**src/rtl/latent_seed_streamer_pkg.sv**
```systemverilog
// rtl/latent_seed_streamer_pkg.sv - shared state encodings and sizing helper for the seed streamer
// Common to the seed bank, this streamer and the generator top.
package latent_seed_streamer_pkg;

  typedef enum logic [1:0] {
    S_EMPTY  = 2'd0,
    S_LOADED = 2'd1,
    S_STREAM = 2'd2
  } state_e;

  // Index width for a count; never narrower than one bit.
  function automatic int clog2(input int value);
    int r;
    int v;
    r = 0;
    v = value - 1;
    while (v > 0) begin
      r++;
      v = v >> 1;
    end
    return (r < 1) ? 1 : r;
  endfunction

endpackage

```
**src/rtl/latent_seed_streamer_scale_sat.sv**
```systemverilog
// rtl/latent_seed_streamer_scale_sat.sv - combinational Q8.8 scaling with optional saturation
// SEED_STREAM_CLAMP_EN adds saturation to [-CLAMP_MAG, +CLAMP_MAG].
module seed_scale_sat #(
  parameter int DATA_WIDTH  = 16,
  parameter int SCALE_SHIFT = 2
`ifdef SEED_STREAM_CLAMP_EN
  ,
  parameter logic [DATA_WIDTH-1:0] CLAMP_MAG = 16'h0100
`endif
) (
  input  logic [DATA_WIDTH-1:0] word_i,
  output logic [DATA_WIDTH-1:0] scaled_o
);

  logic signed [DATA_WIDTH-1:0] shifted;

  // Arithmetic shift floors toward -inf, matching the latent scaling.
  assign shifted = $signed(word_i) >>> SCALE_SHIFT;

`ifdef SEED_STREAM_CLAMP_EN
  localparam logic signed [DATA_WIDTH-1:0] POS_MAG = CLAMP_MAG;
  localparam logic signed [DATA_WIDTH-1:0] NEG_MAG = -POS_MAG;

  always_comb begin
    scaled_o = shifted;
    if (shifted > POS_MAG) begin
      scaled_o = POS_MAG;
    end else if (shifted < NEG_MAG) begin
      scaled_o = NEG_MAG;
    end
  end
`else
  assign scaled_o = shifted;
`endif

endmodule

```
**src/rtl/latent_seed_streamer.sv**
```systemverilog
// rtl/latent_seed_streamer.sv - captures a seed bank and streams scaled latent beats over valid/ready
// Optional saturation is selected with SEED_STREAM_CLAMP_EN.
module latent_seed_streamer
  import latent_seed_streamer_pkg::*;
#(
  parameter int                    SEED_COUNT  = 64,
  parameter int                    DATA_WIDTH  = 16,
  parameter int                    SCALE_SHIFT = 2,
  parameter logic [DATA_WIDTH-1:0] CLAMP_MAG   = 16'h0100
) (
  input  logic                             clk,
  input  logic                             rst_n,
  input  logic                             bank_valid,
  input  logic [DATA_WIDTH*SEED_COUNT-1:0] bank_flat,
  input  logic                             start,
  output logic                             out_valid,
  input  logic                             out_ready,
  output logic [DATA_WIDTH-1:0]            out_data,
  output logic [clog2(SEED_COUNT)-1:0]     out_index,
  output logic                             out_last,
  output logic                             bank_loaded,
  output logic                             busy,
  output logic                             stream_done,
  output logic                             overrun
);

  localparam int IDX_W = clog2(SEED_COUNT);
  localparam logic [IDX_W-1:0] LAST_IDX = IDX_W'(SEED_COUNT - 1);

  state_e                         state_q, state_d;
  logic [DATA_WIDTH*SEED_COUNT-1:0] bank_q, bank_d;
  logic [IDX_W-1:0]               idx_q, idx_d, nxt_idx, sel_idx;
  logic [DATA_WIDTH-1:0]          data_q, data_d, sel_word, sel_scaled;
  logic valid_q, valid_d, last_q, last_d, done_q, done_d;
  logic loaded_q, loaded_d, overrun_q, overrun_d;
  logic xfer;

  assign xfer    = valid_q && out_ready;
  assign nxt_idx = idx_q + 1'b1;

  // The converter always looks at the word that the next output load will need.
  assign sel_idx  = (state_q == S_STREAM && idx_q != LAST_IDX) ? nxt_idx : '0;
  assign sel_word = bank_q[int'(sel_idx)*DATA_WIDTH +: DATA_WIDTH];

  seed_scale_sat #(
    .DATA_WIDTH (DATA_WIDTH),
    .SCALE_SHIFT(SCALE_SHIFT)
`ifdef SEED_STREAM_CLAMP_EN
    ,
    .CLAMP_MAG  (CLAMP_MAG)
`endif
  ) u_scale (
    .word_i  (sel_word),
    .scaled_o(sel_scaled)
  );

  always_comb begin
    state_d   = state_q;
    bank_d    = bank_q;
    idx_d     = idx_q;
    data_d    = data_q;
    valid_d   = valid_q;
    last_d    = last_q;
    done_d    = 1'b0;
    loaded_d  = loaded_q;
    overrun_d = overrun_q;
    case (state_q)
      S_EMPTY: begin
        if (bank_valid) begin
          bank_d   = bank_flat;
          loaded_d = 1'b1;
          state_d  = S_LOADED;
        end
      end
      S_LOADED: begin
        // A fresh bank wins over a simultaneous start; that start is dropped.
        if (bank_valid) begin
          bank_d = bank_flat;
        end else if (start) begin
          state_d = S_STREAM;
          idx_d   = '0;
          valid_d = 1'b1;
          data_d  = sel_scaled;
          last_d  = (LAST_IDX == '0);
        end
      end
      S_STREAM: begin
        if (bank_valid) begin
          overrun_d = 1'b1;
        end
        if (xfer) begin
          if (idx_q == LAST_IDX) begin
            valid_d = 1'b0;
            last_d  = 1'b0;
            done_d  = 1'b1;
            state_d = S_LOADED;
          end else begin
            idx_d  = nxt_idx;
            data_d = sel_scaled;
            last_d = (nxt_idx == LAST_IDX);
          end
        end
      end
      default: state_d = S_EMPTY;
    endcase
  end

  always_ff @(posedge clk or negedge rst_n) begin
    if (!rst_n) begin
      state_q   <= S_EMPTY;
      bank_q    <= '0;
      idx_q     <= '0;
      data_q    <= '0;
      valid_q   <= 1'b0;
      last_q    <= 1'b0;
      done_q    <= 1'b0;
      loaded_q  <= 1'b0;
      overrun_q <= 1'b0;
    end else begin
      state_q   <= state_d;
      bank_q    <= bank_d;
      idx_q     <= idx_d;
      data_q    <= data_d;
      valid_q   <= valid_d;
      last_q    <= last_d;
      done_q    <= done_d;
      loaded_q  <= loaded_d;
      overrun_q <= overrun_d;
    end
  end

  assign out_valid   = valid_q;
  assign out_data    = data_q;
  assign out_index   = idx_q;
  assign out_last    = last_q;
  assign bank_loaded = loaded_q;
  assign busy        = (state_q == S_STREAM);
  assign stream_done = done_q;
  assign overrun     = overrun_q;

endmodule

```
**config.mk**
```make
export PLATFORM = sky130hd
export DESIGN_NAME = latent_seed_streamer
export DESIGN_NICKNAME = d
export VERILOG_FILES = /design/src/rtl/latent_seed_streamer_pkg.sv /design/src/rtl/latent_seed_streamer_scale_sat.sv /design/src/rtl/latent_seed_streamer.sv
export SDC_FILE = /design/constraint.sdc
export NUM_CORES = 2
export LEC_CHECK = 0
export CORE_AREA = 5 5 409 411
export DETAILED_ROUTE_END_ITERATION = 8
export DIE_AREA = 0 0 414 416
export PLACE_DENSITY = 0.51
export SLEW_MARGIN = 20
export SYNTH_ARGS = -nofsm -noshare
export SYNTH_HDL_FRONTEND = slang
export SYNTH_SLANG_ARGS = --single-unit
```
**constraint.sdc**
```tcl
create_clock -name clk -period 3.6 [get_ports clk]
set_input_delay 1.08 -clock clk [delete_from_list [all_inputs] [get_ports clk]]
set_output_delay 1.08 -clock clk [all_outputs]
set_load 0.02 [all_outputs]
```
# == Word level (Yosys, flattened, before mapping) ==
# Index checks and enable logic that the tools add are counted.
# W data, S select, Z words.
# totals
regBits,1053
output_inout_bits,28
word_cells,64
# classes
addsub,1
eq_ne,11
n_shift,1
muxes,30
reduce_logical,12
# ops
op,n
$shiftx A1024 B11 Y16,1
$mux W16,4
$pmux W16 S2,1
$mux W6,5
$reduce_and A5 Y1,3
$eq A6 B6 Y1 const B,2
$pmux W6 S2,1
$mux W1,11
$mux W2,5
$ne A2 B2 Y1 const B,4
$add A6 B1 Y6 const B,1
$ne A6 B6 Y1 const B,1
$pmux W2 S3,1
$reduce_and A2 Y1,3
$ne A2 B1 Y1 const B,2
$pmux W1 S2,2
$reduce_and A4 Y1,1
$eq A2 B1 Y1 const B,1
$eq A2 B2 Y1 const B,1
$logic_and A1 B1 Y1,2
$logic_not A2 Y1,1
$reduce_bool A2 Y1,1
$reduce_or A2 Y1,1

# == Logic depth before layout (Yosys ltp) ==
# depth
word_depth,7
depth_mapped,13
mapped_depth_nobuf,9

# == Cells and area by module ==
# A second synthesis with hierarchy kept.
# unflattened
hier_cells,3727
hier_area_um2,47979.8
# modules_own_cells
mod,n_inst,cells_per_inst,area_per_inst_um2,seq_area_each_um2
latent_seed_streamer,1,3711,47859.7,26350.3
seed_scale_sat,1,16,120.1,0.0

# == Least setup slack after synthesis ==
# Ideal clock, no wire load.
# synth_path
kind,register -> register
from,"register idx_q[0], in the netlist out_index[0]"
to,"register data_q[0], in the netlist out_data[0]"
t_arrival_ns,3.042
t_required_ns,3.512
slack_ns,0.470
stages_incl_launch_ff,14
path_buffers,4
synth_period_minus_slack_ns,3.130
path_cell_list,dfrtp_1 clkinv_1 clkbuf_1 clkbuf_1 ha_1 nor3b_2 a21boi_2 buf_4 nor2_2 buf_2 a22o_1 o211ai_1 o221ai_1 nor3b_1
# synth_between
elab_chain_len,7
word_cells_on_any_way,13
cone_classes,add/sub (1); eq/ne (3); shift (1); mux (6); reduce/logical (2)
# synth_rtl
element,line_no,source
"start, declared",latent_seed_streamer.sv:32,"logic [IDX_W-1:0] idx_q, idx_d, nxt_idx, sel_idx;"
"start signal, assigned",latent_seed_streamer.sv:122,idx_q <= idx_d;
branches (longest 7 deep; another with $add A6 B1 Y6),--,
"end signal, assigned",latent_seed_streamer.sv:123,data_q <= data_d;
"end, declared",latent_seed_streamer.sv:33,"logic [DATA_WIDTH-1:0] data_q, data_d, sel_word, sel_scaled;"
# Several ways; the timed one is not identified. The select of a mux whose other input is x is not followed.
# A chain may end at the register's enable or synchronous reset.

# == Worst setup path after layout ==
# layout_path
from,"register idx_q[0], in the netlist out_index[0]"
to,"register data_q[10], in the netlist out_data[10]"
# Same word-level chain as after synthesis.

==> flow_metrics.tcl <==
set metrics [dict create \
    dp_hpwl_microns 156000 \
    ant_nets 0 \
    rows 149 \
    yosys_register_bits 923 \
    synth_top_family_by_area "multiplexers" \
    seq_area_frac_synth 0.546 \
    path_cells "ha_2 -> xor2_1 -> buf_4 -> nand2_4 -> buf_4 -> o21ai_0 -> o21ai_0 -> a31oi_1 -> nand3_1 -> nor3b_2" \
    final_common_cell "mux2_2" \
    crit_fanout 19 \
    ios 1057 \
    synth_fa_ha_area_frac 0.000591 \
    relSlewSlack 0.491 \
    synth_nets 4313 \
    hold_viol 0 \
    period_minus_slack_ns 3.52 \
    avgSynthCellArea_sq_um 12.9 \
    die_w_microns 414 \
    die_h_microns 416 \
    power.total_mw 34.5 \
    hold_class "in2async" \
    synth_compound_area_frac 0.0986 \
    synthesis.area_sq_um 42300 \
    wire_per_inst_microns 30.6 \
    slew_viol_final 0 \
    grt_pass1_wl_microns 277000 \
    cts.path.max_buffers 3 \
    dpl_cell_area_sq_um 55700 \
    muxShareOfSynthArea 0.281 \
    core_sq_um 164000 \
    fin_nets 5305 \
    place.gp.congestion 0.856 \
    powerDensity_nw_per_um2 579 \
    yosys_warnings 0 \
    grt_pass1_vias 34414 \
    period_share 0.978 \
    synthArstFlopShare 1.00 \
    fmaxAchievable_mhz 284 \
    peakVddDrop_v 0.000404 \
    rsz0062_at_grt "false" \
    firstDrtPassIters 5 \
    max_stage_delay_ns 0.57 \
    synth-xor-area-share 0.000828 \
    netlist.area_leader.share 0.546 \
    clock_skew_ns 0.0362 \
    wl_microns 202000 \
    layout_common_cells "mux2_2, clkdlybuf4s50_1, dfrtp_1" \
    path_clk_slew_ns 0.06 \
    portBuffers 928 \
    cpLargestDelayFamily "compound AO/OA/AOI/OAI gates" \
    synth_area_leaders "dfrtp_1, mux2_2, mux2i_1" \
    status "finished, final reports clean" \
    vias 32467 \
    die_area_sq_um 172000 \
    grt_max_degree 115 \
    cts_tree "done" \
    synth_edf_count 0 \
    insertion_delay_ns 0.74 \
    slowest_stage "dfrtp_4" \
    drcViolationCount 0 \
    cts_buffers 112 \
    cts_htree_levels 3 \
    netlist.top_cell.by_area "dfrtp_1" \
    clkSinkCount 923 \
    initial_core_util 0.258 \
    start_kind "register" \
    grtUsageTotal 0.227 \
    cp_data_arrival_time_ns 4.16 \
    finalSetupViolations 0 \
    worstSetupPathType "reg2reg" \
    worst_ep_required_time_ns 4.24 \
    p_leak_nw 23.8 \
    grt_overflow 0 \
    drtIter0Drc 2200 \
    cts_root_buf "clkbuf_16" \
    synthSimpleGateAreaFrac 0.0460 \
    area.growth.synth_to_final_pct 40.9 \
    vias_per_cell 4.91 \
    layout-drive-gt1-share 0.319 \
    cp-end-kind "register" \
    netlist_instances 3282 \
    cap_violations 0 \
    final_cell_area_sq_um 59600 \
    antenna_found_initial 110 \
    fillers 16191 \
    synth_cell_types 66 \
    crit_buf_inv 2 \
    synth_flop_cell "dfrtp_1" \
    worstMarginPinSlew_ns 0.760 \
]
## layer usage
| layer | vias to the layer above | wire length (microns) | share of wire | track usage |
|---|---|---|---|---|
| li1 | 14278 | - | - | - |
| met1 | 16751 | 80800 | 0.40 | 0.272 |
| met2 | 1025 | 98400 | 0.49 | 0.382 |
| met3 | 337 | 14000 | 0.069 | 0.0630 |
| met4 | 76 | 8310 | 0.041 | 0.0954 |
| met5 | - | 467 | 0.0023 | 0 |
## through the flow
stage | setup TNS [ns] | hold slack [ns] | worst slack [ns] | utilization | instances
5_1_grt | 0 | 0.275 | 0.0103 | 0.364 | 6585
6_report | 0 | 0.281 | 0.0783 | 0.364 | 6608
3_3_place_gp | -1.31 | 0.448 | -0.277 | 0.340 | 6349
3_5_place_dp | -1.55 | 0.449 | -0.281 | 0.340 | 6349
4_1_cts | -0.00516 | 0.267 | -0.00516 | 0.363 | 6548
2_1_floorplan | 0 | 0.472 | 0.470 | - | 3282
## worst reg2reg max path, delay by kind of cell (launching register included)
family	cells	cell delay (ns)
compound gates	3	1.04
xor+xnor	1	0.23
fa+ha+maj	1	0.30
buf+inv	2	0.55
flops	1	0.57
simple gates	3	0.75
## cell families after synthesis
| group | after synthesis |
|---|---|
| multiplexers | 1067 |
| flip-flops | 923 |
| AO/OA/AOI/OAI | 595 |
| AND/OR/NAND/NOR | 417 |
| buffers and inverters | 274 |
| XOR/XNOR | 4 |
| adder cells (fa/ha/maj) | 2 |
## registers in the layout (all words and copies together), names as in the netlist
signal and flops:
bank_loaded 1, bank_q 896, out_data 14, out_index 6
out_last 1, out_valid 1, overrun 1, state_q 2
stream_done 1
## layout make-up
cell class	count	area (sq um)	area share
clock inverter	30	393	0.00659
inverter	7	31.3	0.000525
multi-input combinational	2085	18300	0.306
clock buffer	169	3330	0.0558
timing repair buffer	1145	11600	0.195
sequential	923	23100	0.388
antenna	60	150	0.00252
tap	2189	2740	0.0459
## repair_timing
action / in CTS / in global routing
hold buffers: 0 / 0
resized for setup: 13 / 5
endpoints found under the setup margin: 13 / 3
buffers inserted: 0 / 0
pin swaps: 2 / 0
## final timing paths
check / cells past startpoint / slack [ns] / startpoint / endpoint
worst min-delay path: 1 / 0.28 / rst_n / bank_q[954]$_DFFE_PN0P_
min in group clk: 1 / 0.46 / overrun$_DFFE_PN0P_ / overrun$_DFFE_PN0P_
worst min register to register: 1 / 0.46 / overrun$_DFFE_PN0P_ / overrun$_DFFE_PN0P_
max in group asynchronous: 3 / 2.11 / rst_n / bank_q[205]$_DFFE_PN0P_
worst max register to register: 10 / 0.08 / out_index[0]$_DFFE_PN0P_ / out_data[10]$_DFFE_PN0P_
worst max-delay path: 10 / 0.08 / out_index[0]$_DFFE_PN0P_ / out_data[10]$_DFFE_PN0P_
## power by group
part | switching, mW | internal [mW]
Clock | 4.84 | 6.73
Combinational | 4.31 | 4.54
Sequential | 1.41 | 12.7
Total | 10.6 | 23.9
## cells in the mapped netlist (all sizes together), types with 6 or more instances
library cell,instances
o311ai,9
nand2b,10
a221o,10
o22ai,9
buf,106
mux2,954
nand2,225
a31oi,24
mux2i,113
inv,6
o211a,16
a221oi,36
a22o,23
a32oi,35
nor3,63
o21ai,78
o211ai,35
a21oi,167
a22oi,15
a211oi,19
nor2,18
nor3b,14
a211o,13
nand3,66
dfrtp,923
o221ai,83
clkbuf,161
(Power assumes the default switching activity.)
